--- src/rtl/ro_pair_counter_if.sv ---
// ro_pair_counter_if: start/status/count bundle between the requester and the measurement stage.
interface ro_pair_counter_if #(
    parameter int unsigned CNT_W = 4
);
    logic             start;
    logic             busy;
    logic             valid;
    logic [CNT_W-1:0] count0;
    logic [CNT_W-1:0] count1;

    // Requester / comparator side
    modport master (
        output start,
        input  busy,
        input  valid,
        input  count0,
        input  count1
    );

    // Measurement stage side
    modport slave (
        input  start,
        output busy,
        output valid,
        output count0,
        output count1
    );
endinterface

--- src/rtl/ro_pair_counter.sv ---
// ro_pair_counter: counts rising edges of two asynchronous ring-oscillator
// outputs over a fixed WINDOW-cycle window and presents both final counts with
// a one-cycle valid strobe. Build macro RO_CNT_SAT_EN selects saturating edge
// counters; without it the counters wrap modulo 2^CNT_W.
module ro_pair_counter #(
    parameter int unsigned CNT_W  = 4,
    parameter int unsigned WINDOW = 64
) (
    input  logic             clk,
    input  logic             reset,
    input  logic             ro0,
    input  logic             ro1,
    ro_pair_counter_if.slave bus
);
    localparam int unsigned      TMR_W    = (WINDOW > 1) ? $clog2(WINDOW) : 1;
    localparam logic [TMR_W-1:0] TMR_LOAD = TMR_W'(WINDOW - 1);
    localparam logic [CNT_W-1:0] CNT_MAX  = '1;

    typedef enum logic [1:0] {
        S_IDLE  = 2'd0,
        S_COUNT = 2'd1,
        S_DONE  = 2'd2
    } state_t;

    state_t           r_state;
    state_t           w_state_nxt;
    logic [2:0]       r_sync0;
    logic [2:0]       r_sync1;
    logic [CNT_W-1:0] r_c0;
    logic [CNT_W-1:0] r_c1;
    logic [TMR_W-1:0] r_timer;
    logic             r_busy;
    logic             r_valid;
    logic [CNT_W-1:0] r_count0;
    logic [CNT_W-1:0] r_count1;

    logic             w_edge0;
    logic             w_edge1;
    logic [CNT_W-1:0] w_c0_inc;
    logic [CNT_W-1:0] w_c1_inc;
    logic             w_timer_zero;
    logic             w_clear;
    logic             w_run;
    logic             w_capture;
    logic             w_busy_nxt;
    logic             w_valid_nxt;

    // Two synchronizer stages plus one history stage per oscillator, always running
    always_ff @(posedge clk or negedge reset) begin
        if (!reset) begin
            r_sync0 <= '0;
            r_sync1 <= '0;
        end else begin
            r_sync0 <= {r_sync0[1:0], ro0};
            r_sync1 <= {r_sync1[1:0], ro1};
        end
    end

    assign w_edge0      = r_sync0[1] & ~r_sync0[2];
    assign w_edge1      = r_sync1[1] & ~r_sync1[2];
    assign w_timer_zero = (r_timer == '0);

`ifdef RO_CNT_SAT_EN
    // Saturating increment: once at all-ones, further edges are dropped
    assign w_c0_inc = (w_edge0 && (r_c0 != CNT_MAX)) ? (r_c0 + CNT_W'(1)) : r_c0;
    assign w_c1_inc = (w_edge1 && (r_c1 != CNT_MAX)) ? (r_c1 + CNT_W'(1)) : r_c1;
`else
    // Wrapping increment modulo 2^CNT_W; CNT_MAX only matters for the saturating build
    assign w_c0_inc = r_c0 + CNT_W'(w_edge0);
    assign w_c1_inc = r_c1 + CNT_W'(w_edge1);
    logic w_unused_max;
    assign w_unused_max = &CNT_MAX;
`endif

    // FSM state register
    always_ff @(posedge clk or negedge reset) begin
        if (!reset) begin
            r_state <= S_IDLE;
        end else begin
            r_state <= w_state_nxt;
        end
    end

    // Next-state logic: DONE always returns to IDLE, start only seen in IDLE
    always_comb begin
        w_state_nxt = r_state;
        case (r_state)
            S_IDLE:  if (bus.start)   w_state_nxt = S_COUNT;
            S_COUNT: if (w_timer_zero) w_state_nxt = S_DONE;
            S_DONE:  w_state_nxt = S_IDLE;
            default: w_state_nxt = S_IDLE;
        endcase
    end

    // Output/control decode from current and next state
    always_comb begin
        w_clear     = 1'b0;
        w_run       = 1'b0;
        w_capture   = 1'b0;
        w_busy_nxt  = (w_state_nxt != S_IDLE);
        w_valid_nxt = (w_state_nxt == S_DONE);
        if (r_state == S_IDLE) begin
            w_clear = bus.start;
        end
        if (r_state == S_COUNT) begin
            w_run     = 1'b1;
            w_capture = w_timer_zero;
        end
    end

    // Window timer and internal edge counters
    always_ff @(posedge clk or negedge reset) begin
        if (!reset) begin
            r_c0    <= '0;
            r_c1    <= '0;
            r_timer <= '0;
        end else if (w_clear) begin
            r_c0    <= '0;
            r_c1    <= '0;
            r_timer <= TMR_LOAD;
        end else if (w_run) begin
            r_c0 <= w_c0_inc;
            r_c1 <= w_c1_inc;
            if (!w_timer_zero) begin
                r_timer <= r_timer - TMR_W'(1);
            end
        end
    end

    // Registered handshake and result outputs; counts include the closing edge's events
    always_ff @(posedge clk or negedge reset) begin
        if (!reset) begin
            r_busy   <= 1'b0;
            r_valid  <= 1'b0;
            r_count0 <= '0;
            r_count1 <= '0;
        end else begin
            r_busy  <= w_busy_nxt;
            r_valid <= w_valid_nxt;
            if (w_capture) begin
                r_count0 <= w_c0_inc;
                r_count1 <= w_c1_inc;
            end
        end
    end

    assign bus.busy   = r_busy;
    assign bus.valid  = r_valid;
    assign bus.count0 = r_count0;
    assign bus.count1 = r_count1;
endmodule
--- src/flat_wrapper.sv ---
// flat-port wrapper written by rule: the top's interface ports become plain ports
module ro_pair_counter_flat 
#(
    parameter int unsigned CNT_W  = 4,
    parameter int unsigned WINDOW = 64
)
  (clk, reset, ro0, ro1, bus_start, bus_busy, bus_valid, bus_count0, bus_count1);
  ro_pair_counter_if #(.CNT_W(CNT_W)) bus_i ();
  input  logic clk;
  input  logic reset;
  input  logic ro0;
  input  logic ro1;
  input wire logic [$bits(bus_i.start)-1:0] bus_start;
  output wire logic [$bits(bus_i.busy)-1:0] bus_busy;
  output wire logic [$bits(bus_i.valid)-1:0] bus_valid;
  output wire logic [$bits(bus_i.count0)-1:0] bus_count0;
  output wire logic [$bits(bus_i.count1)-1:0] bus_count1;
  assign bus_i.start = bus_start;
  assign bus_busy = bus_i.busy;
  assign bus_valid = bus_i.valid;
  assign bus_count0 = bus_i.count0;
  assign bus_count1 = bus_i.count1;
  ro_pair_counter #(.CNT_W(CNT_W), .WINDOW(WINDOW)) u_core (.clk(clk), .reset(reset), .ro0(ro0), .ro1(ro1), .bus(bus_i));
endmodule
--- config.mk ---
export PLATFORM = sky130hd
export DESIGN_NAME = ro_pair_counter_flat
export DESIGN_NICKNAME = d
export VERILOG_FILES = /design/src/rtl/ro_pair_counter_if.sv /design/src/rtl/ro_pair_counter.sv /design/src/flat_wrapper.sv
export SDC_FILE = /design/constraint.sdc
export NUM_CORES = 1
export LEC_CHECK = 0
export ABC_AREA = 1
export ABC_CLOCK_PERIOD_IN_PS = 1400
export CORE_MARGIN = 2
export CORE_UTILIZATION = 45
export CTS_BUF_LIST = sky130_fd_sc_hd__clkbuf_2 sky130_fd_sc_hd__clkbuf_4 sky130_fd_sc_hd__clkbuf_8
export CTS_CLUSTER_SIZE = 25
export DETAILED_ROUTE_END_ITERATION = 10
export PLACE_DENSITY = 0.66
export SYNTH_ARGS = -nofsm -noshare
export SYNTH_HDL_FRONTEND = slang
export SYNTH_SLANG_ARGS = --single-unit
--- constraint.sdc ---
create_clock -name clk -period 1.4 [get_ports clk]
set_input_delay 0.21 -clock clk [delete_from_list [all_inputs] [get_ports clk]]
set_output_delay 0.21 -clock clk [all_outputs]
set_load 0.03 [all_outputs]
After elaboration in Yosys (flattened, before gate mapping)
Cells that the tools add are included.
{"block": "classes", "addsub": 3, "multipliers": 0, "div": 0, "order_cmp": 0, "eq_ne": 3, "shift": 0, "muxes": 13, "bitwise": 4, "reduce_logical": 5}
{"op": "6-bit 2-to-1 mux", "n": 3}
{"op": "4-bit 2-to-1 mux", "n": 4}
{"op": "4-bit by 1-bit adder with 4-bit output", "n": 2}
{"op": "6-bit zero test", "n": 1}
{"op": "6-bit by 1-bit subtractor with 6-bit output, second input constant", "n": 1}
{"op": "2-bit 2-to-1 mux", "n": 2}
{"op": "2-bit one-hot mux with 2 select lines", "n": 1}
{"op": "2-bit nonzero test", "n": 2}
{"op": "1-bit 2-to-1 mux", "n": 3}
{"op": "1-bit bitwise AND", "n": 2}
{"op": "2-bit by 1-bit == test with 1-bit output, second input constant", "n": 1}
{"op": "2-bit == test, second input constant", "n": 1}
{"op": "2-bit zero test", "n": 1}
{"op": "2-bit inequality test, second input constant", "n": 1}
{"op": "1-bit NOT", "n": 2}
{"op": "2-bit AND reduction", "n": 1}
{"block": "totals", "register_bits": 32, "latchBits": 0, "ramBits": 0, "romBits": 0, "output_inout_bits": 10, "elab_cells": 38, "memories": 0}

Logic depth before layout (Yosys ltp)
{"block": "logic_depth", "word_depth": 5, "ltp_mapped": 7}

Worst setup path before layout
OpenSTA, ideal clock, no wires.
{"block": "synth_timing", "path_type": "register to register", "from": "reg u_core.r_timer[0]", "to": "reg u_core.r_count1[2] (netlist: u_core.bus.count1[2])", "arrival_time_ps": 1157, "t_required_ps": 1276, "path_slack_ps": 118, "path_stages_with_launch": 8, "period_less_slack_ps": 1282, "cell_sequence": "dfrtp_1 inv_1 ha_1 nand3_4 nor2_8 inv_6 nand2_2 o21ai_2"}
{"block": "synth_between", "elab_chain_cells": 2}
{"item": "from (decl)", "line_no": "ro_pair_counter.sv:31", "text": "logic [TMR_W-1:0] r_timer;"}
{"item": "from (signal assigned)", "line_no": "ro_pair_counter.sv:125", "text": "r_timer <= r_timer - TMR_W'(1);"}
{"item": "6-bit zero test", "line_no": "ro_pair_counter.sv:61", "text": "assign w_timer_zero = (r_timer == '0);"}
{"item": "1-bit 2-to-1 mux", "line_no": "ro_pair_counter.sv:105", "text": "if (r_state == S_COUNT) begin"}
{"item": "to (signal assigned)", "line_no": "ro_pair_counter.sv:142", "text": "r_count1 <= w_c1_inc;"}
{"item": "to (decl)", "line_no": "ro_pair_counter.sv:35", "text": "logic [CNT_W-1:0] r_count1;"}
Every way passes these cells.
A chain may end at the register's enable or synchronous reset.

Final worst setup path
{"block": "layout_timing", "from": "reg u_core.r_count1[2] (netlist: u_core.bus.count1[2])", "to": "out bus_count1[2]"}
{"item": "to (decl)", "line_no": "flat_wrapper.sv:17", "text": "output wire logic [$bits(bus_i.count1)-1:0] bus_count1;"}
No word-level cell between the ends.

==> impl_metrics.yaml <==
placed_design:
  dp.cells: 205
  dp_hpwl_mm: 1.74
  gp_congestion: 0.783
  port-buffer-count: 14
  placed_area_sq_mm: 0.00165
timing:
  fin_tns_setup_ns: 0
  period_share: 0.932
  fmax_mhz: 766
  finalMaxSlewViolations: 0
  setup_viol: 0
  grt_setup_unrepaired: "no"
  hold_violations: 0
  worst_pin_slew_ns: 0.305
  maxSlewHeadroom: 0.797
  finalWorstPathRequiredPeriod_ns: 1.31
  clock_skew_ns: 0.00736
route:
  first_pass_iters: 4
  route.detailed.wl_per_inst_microns: 11.7
  drt-vias-per-instance: 4.85
  antenna_left: 0
  drc_errors: 0
  routed_wl_mm: 2.49
  drtIter0Drc: 35
  route.vias.total: 1028
synth:
  syn_avg_cell_area_sq_um: 9.68
  synth_cell_type_count: 21
  netlist_instances: 146
  ys_seq_area_frac: 0.567
  synth_top_area_share: 0.567
  yosys_warnings: 0
  yosys-top-cells-area: "dfrtp_1 (57%), nand2_1 (11%), nand3_1 (5.3%), ha_1 (4.4%), inv_1 (3.5%)"
  syn-num-nets: 156
  synth_area_sq_mm: 0.00141
  synth_top_cell_by_area: "dfrtp_1"
  ys_ff_latch: 32
clocking:
  cts_root_buf: "clkbuf_4"
  clock_latency_ns: 0.33
  numCtsBuffers: 5
  h-tree-depth: 2
  clk_pin_slew_ns: 0.10
  post-cts-setup-buffers: 0
  cts-hold-fix-buffers: 0
  clk_path_buf_depth: 2
  cts_tree: "done"
  cts.sinks: 32
die:
  die_y_microns: 60.0
  die_w_microns: 60.0
  io_pins: 15
  core-area_sq_mm: 0.00303
  rows: 20
  die-area_sq_mm: 0.00360
  start_util: 0.467
worst_setup_path:
  start_kind: "flop"
  cp_slowest_cell: "dlygate4sd2_1"
  cp_data_required_time_ns: 1.19
  cp_num_buf_inv: 1
  r2r_slack_ns: 0.10
  critPathMaxFanout: 2
  critPathCaptureType: "output port"
  worstReg2RegEnd: "u_core.bus.count1[2]"
  worstRegToRegCells: 7
  crit_arrival_ns: 1.10
  crit_chain: "dlygate4sd2_1"
  rr_startpoint: "u_core.r_timer[1]"
  cpPeakStageDelay_ns: 0.41
  critPathTopFamily: "buffers and inverters"
  path_class: "reg -> out"
grt:
  grt_overflow: 0
  grt_pass1_wl_mm: 4.36
  grt_use_total: 0.168
  grt_pass1_vias: 1003
  grt_max_degree: 33
  antenna_found_initial: 0
layout:
  drive_above_1_share: 0.196
  nets: 178
  fin_area_sq_mm: 0.00172
  area_delta_synth_final_pct: 21.4
  layout_common_cells: "nand2_1 (41), dfrtp_1 (32), nand3_1 (15), inv_1 (11), dlygate4sd2_1 (10)"
  nFillCells: 279
  diodes: 0
  layout_commonest_cell: "nand2_1"
  instances_no_fill: 212
  fin_util: 0.567
power_and_ir_drop:
  p_per_area_mw_per_mm2: 1200
  p_leak_nw: 0.879
  ir_drop_v: 0.000686
job:
  max_cap_violations: 0
outcome:
  outcome: "complete, no violations"
worst_hold_path:
  hold_path_class: "in -> async"
[how the worst max path moves through the flow]
stage	endpoint	slack, ns	cells after the start	from
after floorplan	u_core.bus.count1[2]	0.12	7	u_core.r_timer[0]
after global placement	u_core.bus.count1[2]	0.11	7	u_core.r_timer[1]
after detailed placement	u_core.bus.count1[2]	0.04	7	u_core.r_timer[1]
after CTS	u_core.bus.count1[2]	0.02	7	u_core.r_timer[1]
after global routing	u_core.bus.count1[0]	0.0003	7	u_core.r_timer[0]
final	bus_count1[2]	0.09	1	u_core.bus.count1[2]
[synth_stat cells]
cell type / n
nor3_1: 1
inv_6: 1
nor2_8: 1
nand4_1: 2
nand3_1: 15
buf_4: 1
nand2_4: 1
o21ai_2: 5
nor2_2: 3
nor2_1: 7
o21ai_1: 5
dfrtp_1: 32
buf_2: 2
xor2_1: 3
xnor2_1: 1
nand2_1: 41
inv_2: 3
inv_1: 13
nand3_4: 1
nand2_2: 3
ha_1: 5
[cell families (layout without fill, tap and decap cells)]
group                    count (synthesis)  count (layout)  synth area share
AO/OA/AOI/OAI                           10              10            0.0487
AND/OR/NAND/NOR                         75              75             0.254
flip-flops                              32              32             0.567
buffers and inverters                   20              42            0.0611
adder cells (fa/ha/maj)                  5               5            0.0443
XOR/XNOR                                 4               4            0.0248
[worst reg2reg max path: cells and delay by family (launching register included)]
kind                     cells  cell delay (ns)
adder cells (fa/ha/maj)      1             0.15
AO/OA/AOI/OAI                1             0.05
buffers and inverters        2             0.17
flip-flops                   1             0.40
AND/OR/NAND/NOR              3             0.41
[registers in the layout, summed over array words and instances (netlist names)]
signal,count
u_core.bus.busy,1
u_core.bus.count0,4
u_core.bus.count1,4
u_core.bus.valid,1
u_core.r_c0,4
u_core.r_c1,4
u_core.r_state,2
u_core.r_sync0,3
u_core.r_sync1,3
u_core.r_timer,6
[cell type report]
| class | instances | area, sq um | area share |
|---|---|---|---|
| clock buffers | 7 | 65.1 | 0.0379 |
| inverters | 17 | 68.8 | 0.0401 |
| multi-input cells | 94 | 543 | 0.317 |
| flip-flops and latches | 32 | 801 | 0.467 |
| well taps | 44 | 55.1 | 0.0321 |
| repair buffers | 18 | 183 | 0.106 |
[what timing repair did]
action,in CTS,in global routing
gates cloned,0,0
gates resized for setup,10,5
setup endpoints to repair,10,13
pin swaps,0,1
[stage by stage]
| stage | setup slack [ns] | power (mW) | hold WS (ns) |
|---|---|---|---|
| 2_1_floorplan | 0.118 | 1.39 | -0.0856 |
| 3_3_place_gp | 0.108 | 1.47 | 0.334 |
| 3_5_place_dp | 0.0381 | 1.50 | 0.344 |
| 4_1_cts | 0.0166 | 2.09 | 0.238 |
| 5_1_grt | 0.000302 | 2.20 | 0.240 |
| 6_report | 0.0947 | 2.06 | 0.243 |
[power breakdown]
part | leakage (nW) | switching [mW] | internal [mW]
Combinational | 0.452 | 0.198 | 0.147
Clock | 0.0374 | 0.291 | 0.285
Sequential | 0.390 | 0.0869 | 1.05
[metal layers]
metal	track usage	vias to the layer above	part of all wire
li1	-	510	-
met1	0.213	481	0.46
met2	0.256	35	0.47
met3	0.0671	2	0.061
met4	0.0698	0	0.0068
met5	0	-	0
Power figures use the tool's default switching activity.
